File: src/rtl/fetch_decode_arbiter.sv
// -----------------------------------------------------------------------------
// fetch_decode_arbiter
//
// Merges two fetch-entry streams into one registered output slot that feeds
// the decode stage.
//   * Port 0 is the primary fetch stream.
//   * Port 1 is the replay/debug stream. It may send multi-beat bursts, which
//     are kept together: once a burst starts, only port 1 is served until its
//     last beat.
//   * Outside a burst, port 1 normally wins. Port 0 is protected against
//     starvation: after StarveLimit consecutive port-1 grants while port 0 was
//     waiting, port 0 is served next.
//
// Parameters
//   DataWidth   : width of one fetch-entry payload
//   StarveLimit : max consecutive port-1 grants while port 0 waits (1..15)
//
// Ports
//   clk_i       in   clock; all state changes on the rising edge
//   rst_ni      in   asynchronous active-low reset
//   flush_i     in   synchronous pipeline flush (drops the output slot,
//                    aborts any burst, clears the starvation counter)
//   p0_data_i   in   port 0 payload
//   p0_valid_i  in   port 0 request
//   p0_ready_o  out  port 0 entry accepted this cycle
//   p1_data_i   in   port 1 payload
//   p1_valid_i  in   port 1 request
//   p1_last_i   in   final beat of a port-1 burst
//   p1_ready_o  out  port 1 entry accepted this cycle
//   data_o      out  registered payload toward decode
//   valid_o     out  data_o holds a valid entry
//   src_o       out  source of data_o (0 = port 0, 1 = port 1)
//   ack_i       in   consumer sampled data_o this cycle
// -----------------------------------------------------------------------------
module fetch_decode_arbiter #(
    parameter int DataWidth   = 64,
    parameter int StarveLimit = 4
) (
    input  logic                 clk_i,
    input  logic                 rst_ni,
    input  logic                 flush_i,
    input  logic [DataWidth-1:0] p0_data_i,
    input  logic                 p0_valid_i,
    output logic                 p0_ready_o,
    input  logic [DataWidth-1:0] p1_data_i,
    input  logic                 p1_valid_i,
    input  logic                 p1_last_i,
    output logic                 p1_ready_o,
    output logic [DataWidth-1:0] data_o,
    output logic                 valid_o,
    output logic                 src_o,
    input  logic                 ack_i
);

    // Counter wide enough to hold the value StarveLimit itself.
    localparam int                CntWidth = $clog2(StarveLimit + 1);
    localparam logic [CntWidth-1:0] CntMax  = CntWidth'(StarveLimit);
    localparam logic [CntWidth-1:0] CntOne  = CntWidth'(1);

    typedef enum logic {
        IDLE  = 1'b0,   // normal arbitration between both ports
        LOCK1 = 1'b1    // inside a port-1 burst; port 0 is locked out
    } state_e;

    state_e                 state_reg, state_next;
    logic [CntWidth-1:0]    starve_cnt_reg, starve_cnt_next;
    logic                   valid_reg, valid_next;
    logic [DataWidth-1:0]   data_reg, data_next;
    logic                   src_reg, src_next;

    logic                   space;
    logic                   grant0;
    logic                   grant1;
    logic                   starved;
    logic [DataWidth-1:0]   data_sel;

    // The slot can take a new entry if it is empty or being drained now.
    assign space   = !valid_reg || ack_i;
    assign starved = (starve_cnt_reg == CntMax);

    // -------------------------------------------------------------------------
    // Arbitration and burst-lock FSM (next-state / grant logic)
    // -------------------------------------------------------------------------
    always_comb begin
        state_next = state_reg;
        grant0     = 1'b0;
        grant1     = 1'b0;

        // No grant while flushing or while the output slot is blocked.
        if (space && !flush_i) begin
            case (state_reg)
                IDLE: begin
                    if (p0_valid_i && starved) begin
                        grant0 = 1'b1;
                    end else if (p1_valid_i) begin
                        grant1 = 1'b1;
                    end else if (p0_valid_i) begin
                        grant0 = 1'b1;
                    end
                end
                LOCK1: begin
                    // Mid-burst: port 0 is ignored even when starved so the
                    // burst reaches decode without interleaving.
                    grant1 = p1_valid_i;
                end
                default: begin
                    grant0 = 1'b0;
                    grant1 = 1'b0;
                end
            endcase
        end

        // A port-1 beat opens or closes a burst depending on its last flag.
        if (grant1) begin
            state_next = p1_last_i ? IDLE : LOCK1;
        end

        if (flush_i) begin
            state_next = IDLE;
        end
    end

    // -------------------------------------------------------------------------
    // Starvation counter: consecutive port-1 wins while port 0 is waiting.
    // Any cycle where port 0 stops requesting, or gets served, restarts it.
    // A blocked cycle (no grant while port 0 waits) leaves it unchanged.
    // -------------------------------------------------------------------------
    always_comb begin
        starve_cnt_next = starve_cnt_reg;
        if (flush_i || !p0_valid_i || grant0) begin
            starve_cnt_next = '0;
        end else if (grant1 && !starved) begin
            starve_cnt_next = starve_cnt_reg + CntOne;
        end
    end

    // -------------------------------------------------------------------------
    // Payload select, one mux per bit.
    // -------------------------------------------------------------------------
    genvar gi;
    generate
        for (gi = 0; gi < DataWidth; gi++) begin : gen_data_mux
            assign data_sel[gi] = grant1 ? p1_data_i[gi] : p0_data_i[gi];
        end
    endgenerate

    // -------------------------------------------------------------------------
    // Output slot next-state. data/src only change on a load, so the consumer
    // still sees the last entry (with valid low) after it has been drained or
    // flushed.
    // -------------------------------------------------------------------------
    always_comb begin
        valid_next = valid_reg;
        data_next  = data_reg;
        src_next   = src_reg;
        if (flush_i) begin
            valid_next = 1'b0;
        end else if (grant0 || grant1) begin
            valid_next = 1'b1;
            data_next  = data_sel;
            src_next   = grant1;
        end else if (ack_i) begin
            valid_next = 1'b0;
        end
    end

    // -------------------------------------------------------------------------
    // State registers
    // -------------------------------------------------------------------------
    always_ff @(posedge clk_i or negedge rst_ni) begin
        if (!rst_ni) begin
            state_reg      <= IDLE;
            starve_cnt_reg <= '0;
            valid_reg      <= 1'b0;
            data_reg       <= '0;
            src_reg        <= 1'b0;
        end else begin
            state_reg      <= state_next;
            starve_cnt_reg <= starve_cnt_next;
            valid_reg      <= valid_next;
            data_reg       <= data_next;
            src_reg        <= src_next;
        end
    end

    // While reset is held the slot reads as empty, so the grant logic would
    // otherwise report ready; gate it so nothing is accepted during reset.
    assign p0_ready_o = grant0 && rst_ni;
    assign p1_ready_o = grant1 && rst_ni;

    assign data_o  = data_reg;
    assign valid_o = valid_reg;
    assign src_o   = src_reg;

endmodule

File: config.mk
export PLATFORM = sky130hd
export DESIGN_NAME = fetch_decode_arbiter
export DESIGN_NICKNAME = d
export VERILOG_FILES = /design/src/rtl/fetch_decode_arbiter.sv
export SDC_FILE = /design/constraint.sdc
export NUM_CORES = 1
export LEC_CHECK = 0
export CORE_AREA = 2 2 109 84
export DETAILED_ROUTE_END_ITERATION = 10
export DIE_AREA = 0 0 111 86
export GPL_ROUTABILITY_DRIVEN = 0
export PLACE_DENSITY = 0.84
export SYNTH_ARGS = -nofsm -noshare
export SYNTH_HDL_FRONTEND = slang
export SYNTH_SLANG_ARGS = --single-unit
File: constraint.sdc
create_clock -name clk_i -period 3.7 [get_ports clk_i]
set_clock_uncertainty 0.05 [all_clocks]
set_input_delay 0.74 -clock clk_i [delete_from_list [all_inputs] [get_ports clk_i]]
set_output_delay 0.74 -clock clk_i [all_outputs]
set_load 0.02 [all_outputs]
# After elaboration in Yosys (flattened, before gate mapping)
# Index checks and enable logic that the tools add are counted.
# W data, S select, Z words.
[classes] magnitude_cmp=0 addsub=1 shifts=0 n_eq_ne=1 mux=81 n_reduce_logical=17 n_bitwise=2 multipliers=0 div_mod_pow=0
[op_table] op="$mux W1" n=78
[op_table] op="$mux W3" n=2
[op_table] op="$logic_and A1 B1 Y1" n=5
[op_table] op="$logic_not A1 Y1" n=4
[op_table] op="$logic_or A1 B1 Y1" n=4
[op_table] op="$reduce_bool A2 Y1" n=2
[op_table] op="$add A3 B1 Y3 const B" n=1
[op_table] op="$eq A3 B3 Y1 const B" n=1
[op_table] op="$reduce_bool A3 Y1" n=1
[op_table] op="$not A1 Y1" n=2
[op_table] op="$pmux W1 S2" n=1
[op_table] op="$reduce_and A2 Y1" n=1
[word_totals] output_inout_bits=68 rom_bits=0 latchBits=0 n_memories=0 mem_bits_rw=0 in_bits=135 wordCells=107 regBits=70

# Logic depth before layout (Yosys ltp)
# Gate-level depths: netlist (run 1).
[depth] ltp_word=8 mapped_depth=8

# Worst setup path after synthesis (run 1)
# No wires, ideal clock.
[synth_path] path_type="in2out" start="input p1_valid_i" end="output p1_ready_o" n_path_buf=2 stages=5 t_required_ns=2.910 arrival_time_ns=1.649 path_slack_ns=1.261 cell_sequence="nor2b_1 -> o211ai_2 -> buf_6 -> buf_6 -> nor2_1"
[synth_via] elab_chain_len=5
[synth_rtl] item="start: declaration" line="46" text="input logic p1_valid_i,"
[synth_rtl] item="$mux W1" line="95" text="end else if (p1_valid_i) begin"
[synth_rtl] item="$mux W1" line="93" text="if (p0_valid_i && starved) begin"
[synth_rtl] item="$pmux W1 S2 *" line="91" text="case (state_reg)"
[synth_rtl] item="$mux W1 *" line="90" text="if (space && !flush_i) begin"
[synth_rtl] item="$logic_and A1 B1 Y1 *" line="189" text="assign p1_ready_o = grant1 && rst_ni;"
[synth_rtl] item="end: declaration" line="48" text="output logic p1_ready_o,"
# Every way passes the cells marked *; elsewhere a longest branch is shown, timed or not.

# Worst setup path in the final report (run 1)
[layout_path] start="input p1_valid_i" end="output p0_ready_o"
[layout_via] elab_chain_len=5
[layout_rtl] item="$mux W1" line="95"
[layout_rtl] item="$mux W1" line="93"
[layout_rtl] item="$mux W1" line="91"
[layout_rtl] item="$mux W1" line="90"
[layout_rtl] item="$logic_and A1 B1 Y1" line="188" text="assign p0_ready_o = grant0 && rst_ni;"
[layout_rtl] item="end: declaration" line="44" text="output logic p0_ready_o,"
# Every way passes these cells.

==> results of run 1 <==
[per-layer routing]
metal	track usage	up-vias	wire, um
li1	-	1479	-
met1	0.232	1374	3790
met2	0.352	126	4550
met3	0.0763	13	805
met4	0.0614	0	133
met5	0	-	0
[Yosys cell counts, types with 2 or more instances]
cell	instances	area, sq um
nor4_1	2	12.5
clkbuf_2	3	15.0
nor2_1	4	15.0
clkbuf_1	2	7.51
inv_1	6	22.5
dfrtp_1	70	1750
nand2_1	66	248
buf_2	6	30.0
mux2i_1	65	651
buf_6	5	56.3
o21ai_1	27	135
nor2b_1	2	12.5
o21ai_0	40	200
ha_1	2	25.0
buf_4	5	37.5
[per-stage QoR]
stage	util	instances
global route	0.678	625
floorplan	-	317
global placement	0.641	609
finish	0.678	625
detailed placement	0.641	609
CTS	0.678	625
[cells by family (layout without fill, tap and decap cells)]
kind of cell | Yosys count | count (layout) | share of synthesized area
xor gates and xnor gates | 1 | 1 | 0.00264
muxes | 65 | 65 | 0.196
and+or+nand+nor | 79 | 79 | 0.0978
AOI/OAI and AO/OA | 73 | 73 | 0.116
DFF | 70 | 70 | 0.529
buffers and inverters | 27 | 227 | 0.0510
adders and majority gates | 2 | 2 | 0.00755
[report_power, final]
| part | total [uW] | internal, uW | switching, uW |
|---|---|---|---|
| clock | 867 | 557 | 310 |
| combinational | 836 | 437 | 399 |
| sequential | 967 | 898 | 69.5 |
[layout make-up]
type	count	area, sq um	area share
timing repair buffer	205	2050	0.361
sequential	70	1750	0.308
multi-input combinational	220	1410	0.248
clock buffer	11	253	0.0445
tap	108	135	0.0238
clock inverter	5	57.6	0.0101
inverter	6	22.5	0.00396
[critical path, delay by kind of cell]
| family | cells | cell delay (ns) |
|---|---|---|
| AO/OA/AOI/OAI | 1 | 0.08 |
| buffers and inverters | 3 | 1.17 |
| AND/OR/NAND/NOR | 2 | 0.55 |
[worst min path at each step]
stage                           startpoint                      to  depth (start not counted)
global route        data_o[38]$_DFFE_PN0P_  data_o[38]$_DFFE_PN0P_                          2
floorplan                           rst_ni   data_o[0]$_DFFE_PN0P_                          0
CTS                 data_o[39]$_DFFE_PN0P_  data_o[39]$_DFFE_PN0P_                          2
finish              data_o[55]$_DFFE_PN0P_  data_o[55]$_DFFE_PN0P_                          2
detailed placement  data_o[38]$_DFFE_PN0P_  data_o[38]$_DFFE_PN0P_                          2
global placement    data_o[55]$_DFFE_PN0P_  data_o[55]$_DFFE_PN0P_                          2
==> flow_summary.ini, run 1 <==
[route]
wirelength_mm = 9.28
drtPass1Iterations = 4
vias_per_cell = 4.79
post_drt_wl_per_cell_um = 14.8
drtIter0Drc = 102
via_count = 2992
drc = 0
antenna_violating_nets_post_route = 0

[worst_setup_path]
critical_path.cell_chain = clkdlybuf4s50_1, inv_1, a21oi_1, nor4_1, and2_1, clkdlybuf4s50_1
worst_ep_required_ns = 2.91
crit_path_max_incr_delay_ns = 0.60
worst_setup_path_start_kind = primary input
critical_path.most_common_cell = clkdlybuf4s50_1
critical_path.reg2reg.endpoint = data_o[56]$_DFFE_PN0P_
r2r.worst_path.cells = 7
worstSetupPathType = primary input to output pin
reg2reg_from = starve_cnt_reg[0]$_DFFE_PN0P_
r2r_slack_ns = 1.22
endpoint_of_the_most_critical_setup_path = p0_ready_o
crit_path_start = p1_valid_i
critical_path_peak_fanout = 3
worst-endpoint-arrival_ns = 2.54
cpMaxStageDelayCell = clkdlybuf4s50_1
end_kind = output pin

[cts]
worstSkewPairLatency_ns = 0.32
holdBufCountCts = 0
clk_path_buf_depth = 2
cts_max_level = 3
tritoncts_clock_tree = done
clock_tree.root_cell = clkbuf_16
clock-sinks = 70
postCtsResizedCells = 0
numCtsBuffers = 9
post-cts-setup-buffer-count = 0
worst_setup_hold_path_clk_slew_ns = 0.06

[grt]
grt_util_overall = 0.201
grt_first_pass_wirelength_mm = 15.2
number_of_antenna_violations_at_the_first_check_in_global_routing = 0
grt_start_max_net_pins = 76
first_global_vias = 3156
grt_remaining_overflow = 0

[sta]
max_clock_freq_mhz = 300
worst_pin_slew_ns = 1.08
fin_hold_ws_ns = 0.423
period_needed_ns = 3.33
grt_setup_unrepaired = false
setup-violations-final = 0
final-hold-violation-count = 0
post-route-worst-setup-slack_ns = 0.371
final_min_period_over_clock_period = 0.900
finalSetupTns_ns = 0
timing.slew.headroom = 0.281
number_of_max_slew_violations_in_the_final_report = 0

[final_layout]
fillerInstances = 681
number_of_flip_flops_in_the_largest_register = 64
final_design_area_no_fill_sq_um = 5680
antenna_cells_inserted = 0
areaGrowthSynthToFinish_pct = 71.5
layout_common_cells = clkdlybuf4s50_1 (201), dfrtp_1 (70), nand2_1 (66)
num-nets-final = 649
ratio_of_cells_with_drive_above_1_in_the_final_layout = 0.0445
final_common_cell = clkdlybuf4s50_1

[floorplanning]
die_width_um = 111
die_h_um = 86
dieArea_sq_um = 9550
core-area_sq_um = 8380
std_cell_rows = 29
boundaryPins = 203
start_util = 0.395

[synth]
synth.ff_latch_count = 70
synthesis.yosys.warnings = 0
async_reset_ff_frac = 1.00
synth_seq_area_share = 0.529
synthesis.area_sq_um = 3310
synth.net_count = 454
postSynthCellCount = 317
synth_enable_flop_cells = 0
synth_ff_type = dfrtp_1
synth.lib_cells_used.distinct = 27
postSynthAreaPerCell_sq_um = 10.5

[worst_hold_path]
worst_hold_class = flop to flop

[placement]
dpl-instance-area_sq_um = 5370
post-place-ws_ns = 0.405
numPortBuffers = 202
place_hpwl_mm = 7.12

[power]
totalPowerFinal_uw = 2670
total_leakage_power_uw = 0.00269
power_per_cell_area_nw_per_um2 = 470
ir_drop_mv = 0.262

[run_status]
run_status = completed

[run]
max-cap-violations = 0
Note: power is estimated with default switching activity, not from simulation.
==> inputs of run 2 (changes only) <==
--- a/config.mk
+++ b/config.mk
@@ -9,6 +9,7 @@
 export DETAILED_ROUTE_END_ITERATION = 10
 export DIE_AREA = 0 0 111 86
 export GPL_ROUTABILITY_DRIVEN = 0
+export MAX_ROUTING_LAYER = met4
 export PLACE_DENSITY = 0.84
 export SYNTH_ARGS = -nofsm -noshare
 export SYNTH_HDL_FRONTEND = slang
==> flow_summary.ini, run 2 (same netlist as run 1, synthesis figures left out) <==
[sta]
worst_pin_slew_ns = 1.09
setup-violations-final = 0
grt_setup_unrepaired = false
post-route-worst-setup-slack_ns = 0.368
final_min_period_over_clock_period = 0.901
fin_hold_ws_ns = 0.424
max_clock_freq_mhz = 300
final-hold-violation-count = 0
number_of_max_slew_violations_in_the_final_report = 0
timing.slew.headroom = 0.276
period_needed_ns = 3.33
finalSetupTns_ns = 0

[final_layout]
final_common_cell = clkdlybuf4s50_1
num-nets-final = 649
final_design_area_no_fill_sq_um = 5680
antenna_cells_inserted = 0
number_of_flip_flops_in_the_largest_register = 64
final_core_util = 0.678
fillerInstances = 681
areaGrowthSynthToFinish_pct = 71.5
seqCellArea_sq_um = 1750
layout_common_cells = clkdlybuf4s50_1 (201), dfrtp_1 (70), nand2_1 (66)
ratio_of_cells_with_drive_above_1_in_the_final_layout = 0.0445
area_of_combinational_cells_with_multiple_inputs_sq_um = 1410

[cts]
post-cts-setup-buffer-count = 0
clk_path_buf_depth = 2
worst_setup_hold_path_clk_slew_ns = 0.06
clock_tree.root_cell = clkbuf_16
worstSkewPairLatency_ns = 0.32
numCtsBuffers = 9
postCtsResizedCells = 0
cts_max_level = 3
tritoncts_clock_tree = done
clock-sinks = 70
holdBufCountCts = 0

[route]
drtPass1Iterations = 5
wirelength_mm = 9.32
antenna_violating_nets_post_route = 0
via_count = 3000
vias_per_cell = 4.80
drtIter0Drc = 117
post_drt_wl_per_cell_um = 14.9
drc = 0

[worst_setup_path]
critical_path_peak_fanout = 3
worstSetupPathType = primary input to output pin
crit_path_max_incr_delay_ns = 0.60
cpMaxStageDelayCell = clkdlybuf4s50_1
worst_setup_path_start_kind = primary input
critical_path.cell_chain = clkdlybuf4s50_1, inv_1, a21oi_1, nor4_1, and2_1, clkdlybuf4s50_1
timing.critical_path.buf_inv = 3
reg2reg_from = starve_cnt_reg[0]$_DFFE_PN0P_
end_kind = output pin
crit_path_start = p1_valid_i
critical_path.most_common_cell = clkdlybuf4s50_1
path_delay_family = buffers and inverters
worst-endpoint-arrival_ns = 2.54
worst_ep_required_ns = 2.91

[floorplanning]
die_width_um = 111
core-area_sq_um = 8380
boundaryPins = 203
std_cell_rows = 29
dieArea_sq_um = 9550
die_h_um = 86
start_util = 0.395

[grt]
grt_remaining_overflow = 0
grt_util_overall = 0.208
first_global_vias = 3162
global_route.peak_usage_layer = met2
grt_start_max_net_pins = 76
grt_util_met3 = 0.0629
grt_first_pass_wirelength_mm = 15.1
number_of_antenna_violations_at_the_first_check_in_global_routing = 0
grt.met2_usage = 0.351
grt_use_met1 = 0.240

[power]
clock_network_fraction_of_design_power = 0.325
internal-power_uw = 1890
ir_drop_mv = 0.262
power_switching_share = 0.292
total_leakage_power_uw = 0.00269
comb_power_share = 0.313
reported_net_switching_power_uw = 781
power.share.sequential = 0.362
power_per_cell_area_nw_per_um2 = 470

[placement]
post-place-ws_ns = 0.405
place_hpwl_mm = 7.12
dpl-instance-area_sq_um = 5370
numPortBuffers = 202

[run]
max-cap-violations = 0

[worst_hold_path]
timing.hold.worst.start = data_o[55]$_DFFE_PN0P_
worst_hold_class = flop to flop

[run_status]
run_status = completed
==> run 2: worst paths after layout <==
path / slack (ns) / end / depth (start not counted)
min in group asynchronous: 0.66 / data_o[34]$_DFFE_PN0P_ / 2
setup reg to reg: 1.22 / data_o[56]$_DFFE_PN0P_ / 7
setup / recovery: 0.37 / p0_ready_o / 6
hold reg to reg: 0.42 / data_o[55]$_DFFE_PN0P_ / 2
max in group asynchronous: 2.38 / data_o[8]$_DFFE_PN0P_ / 2
hold / removal: 0.42 / data_o[55]$_DFFE_PN0P_ / 2
==> run 2: per-layer routing <==
| metal | part of all wire | up-vias |
|---|---|---|
| met5 | 0 | - |
| met4 | 0.014 | 0 |
| met3 | 0.077 | 10 |
| met2 | 0.49 | 131 |
| met1 | 0.42 | 1382 |
| li1 | - | 1477 |
==> run 2: layout make-up <==
cell class,count,share of cell area
Timing Repair Buffer,205,0.361
Multi-Input combinational cell,220,0.248
Inverter,6,0.00396
Clock inverter,5,0.0101
Tap cell,108,0.0238
Clock buffer,11,0.0445
Sequential cell,70,0.308
==> run 2: tightest hold or removal path, cell delays in order (launching register included) <==
cell and delay, ns:
dfrtp_1 0.34, nand2_1 0.04, o21ai_0 0.05
==> run 2: metrics by stage <==
| stage | std cells | total power (uW) |
|---|---|---|
| 2_1_floorplan | 317 | 1340 |
| 3_3_place_gp | 609 | 1800 |
| 3_5_place_dp | 609 | 1830 |
| 4_1_cts | 625 | 2710 |
| 5_1_grt | 625 | 2810 |
| 6_report | 625 | 2670 |
==> run 2: power by group through the flow <==
stage               clock (uW)  sequential (uW)  combinational, uW
finish                     868              967                837
global route               926              986                899
CTS                        890              968                848
detailed placement           0              980                846
global placement             0              972                830
floorplan                    0             1140                200
==> inputs of run 3 (changes only) <==
--- a/config.mk
+++ b/config.mk
@@ -5,9 +5,9 @@
 export SDC_FILE = /design/constraint.sdc
 export NUM_CORES = 1
 export LEC_CHECK = 0
-export CORE_AREA = 2 2 109 84
+export CORE_AREA = 2 2 99 92
 export DETAILED_ROUTE_END_ITERATION = 10
-export DIE_AREA = 0 0 111 86
+export DIE_AREA = 0 0 101 94
 export GPL_ROUTABILITY_DRIVEN = 0
 export MAX_ROUTING_LAYER = met4
 export PLACE_DENSITY = 0.84
==> flow_summary.ini, run 3 (same netlist as run 1, synthesis figures left out) <==
[floorplanning]
dieArea_sq_um = 9490
std_cell_rows = 32
boundaryPins = 203
die_width_um = 101
die_h_um = 94
core-area_sq_um = 8410
start_util = 0.394

[grt]
first_global_vias = 3050
grt_util_overall = 0.202
grt_first_pass_wirelength_mm = 14.5
grt_remaining_overflow = 0
grt_start_max_net_pins = 130
number_of_antenna_violations_at_the_first_check_in_global_routing = 0

[final_layout]
final_common_cell = clkdlybuf4s50_1
final_core_util = 0.660
num-nets-final = 648
ratio_of_cells_with_drive_above_1_in_the_final_layout = 0.0426
number_of_flip_flops_in_the_largest_register = 64
layout_common_cells = clkdlybuf4s50_1 (201), dfrtp_1 (70), nand2_1 (66)
antenna_cells_inserted = 0
areaGrowthSynthToFinish_pct = 67.5

[sta]
worst_pin_slew_ns = 1.08
number_of_max_slew_violations_in_the_final_report = 0
setup-violations-final = 0
max_clock_freq_mhz = 302
final-hold-violation-count = 0
grt_setup_unrepaired = false
final_min_period_over_clock_period = 0.895
period_needed_ns = 3.31
timing.slew.headroom = 0.278
finalSetupTns_ns = 0
fin_hold_ws_ns = 0.430

[worst_setup_path]
r2r_slack_ns = 1.16
worst-endpoint-arrival_ns = 2.52
r2r.worst_path.cells = 7
cpMaxStageDelayCell = clkdlybuf4s50_1
path_delay_family = buffers and inverters
timing.critical_path.buf_inv = 3
critical_path.most_common_cell = clkdlybuf4s50_1
end_kind = output pin
critical_path_peak_fanout = 3
critical_path.reg2reg.endpoint = data_o[1]$_DFFE_PN0P_
crit_path_max_incr_delay_ns = 0.61
worst_setup_path_start_kind = primary input
worstSetupPathType = primary input to output pin
reg2reg_from = starve_cnt_reg[0]$_DFFE_PN0P_
worst_ep_required_ns = 2.91
critical_path.cell_chain = clkdlybuf4s50_1, inv_1, a21oi_1, nor4_1, and2_1, clkdlybuf4s50_1

[power]
ir_drop_mv = 0.217
power_per_cell_area_nw_per_um2 = 437
total_leakage_power_uw = 0.00264

[worst_hold_path]
worst_hold_class = flop to flop
hold_path_cells = 2
hold-path-endpoint = data_o[35]$_DFFE_PN0P_
timing.hold.worst.start = data_o[35]$_DFFE_PN0P_

[route]
wirelength_mm = 9.37
drtPass1Iterations = 4
post_drt_wl_per_cell_um = 15.2
via_count = 2971
drc = 0
drtIter0Drc = 80
vias_per_cell = 4.81
antenna_violating_nets_post_route = 0

[cts]
numCtsBuffers = 9
clock-sinks = 70
clk_path_buf_depth = 2
worstSkewPairLatency_ns = 0.34
post-cts-setup-buffer-count = 0
clock_tree.root_cell = clkbuf_8
cts_max_level = 3
holdBufCountCts = 0
tritoncts_clock_tree = done
postCtsResizedCells = 0
worst_setup_hold_path_clk_slew_ns = 0.07

[run_status]
run_status = completed

[placement]
place_hpwl_mm = 7.16
numPortBuffers = 202

[run]
max-cap-violations = 0
run 3: cell types whose count changed in the layout (fill, tap and decap cells not counted):
cell and delta:
inv_6 +2, buf_2 -1, clkbuf_16 -9, buf_12 -1
buf_4 +1, clkinvlp_4 -1, clkbuf_8 +8
run 3: how the worst max path moves through the flow:
stage / depth (start not counted) / slack (ns) / to / startpoint
after CTS: 5 / 0.40 / p0_ready_o / ack_i
after global routing: 6 / 0.30 / p0_ready_o / p1_valid_i
after global placement: 6 / 0.53 / p0_ready_o / p1_valid_i
final: 6 / 0.39 / p0_ready_o / p1_valid_i
after detailed placement: 5 / 0.41 / p0_ready_o / ack_i
after floorplan: 5 / 1.26 / p1_ready_o / p1_valid_i
run 3: power by group:
part / switching [uW] / leakage [uW] / total (uW) / internal, uW
Clock: 299 / 0.0000993 / 632 / 333
Combinational: 397 / 0.00167 / 831 / 434
Sequential: 67.9 / 0.000867 / 964 / 896
Total: 764 / 0.00264 / 2430 / 1660
run 3: area by class of cell:
type | instances | area, sq um
inverters | 6 | 22.5
well taps | 102 | 128
fillers | 713 | 2860
clock inverters | 6 | 67.6
flip-flops and latches | 70 | 1750
clock buffers | 10 | 138
repair buffers | 204 | 2030
multi-input cells | 220 | 1410
run 3: per-layer routing:
metal  GRT usage  wire length (um)
met3      0.0573               658
met5           -                 0
met4      0.0642               186
met2       0.353              4890
met1       0.222              3640
run 3: through the flow:
stage | power [uW] | area (sq um) | setup WS (ns) | std cells
finish | 2430 | 5550 | 0.388 | 618
CTS | 2460 | 5550 | 0.396 | 618
floorplan | 1340 | 3310 | 1.26 | 317
global placement | 1800 | 5350 | 0.530 | 602
detailed placement | 1820 | 5350 | 0.409 | 602
global route | 2560 | 5550 | 0.302 | 618
run 3: worst reg2reg max path, cell delays in order (launching register included):
cell and delay [ns]:
dfrtp_1 0.39, inv_1 0.10, ha_1 0.22, nand2_1 0.13
o211ai_4 0.20, buf_4 0.84, mux2i_1 0.35, o21ai_0 0.10
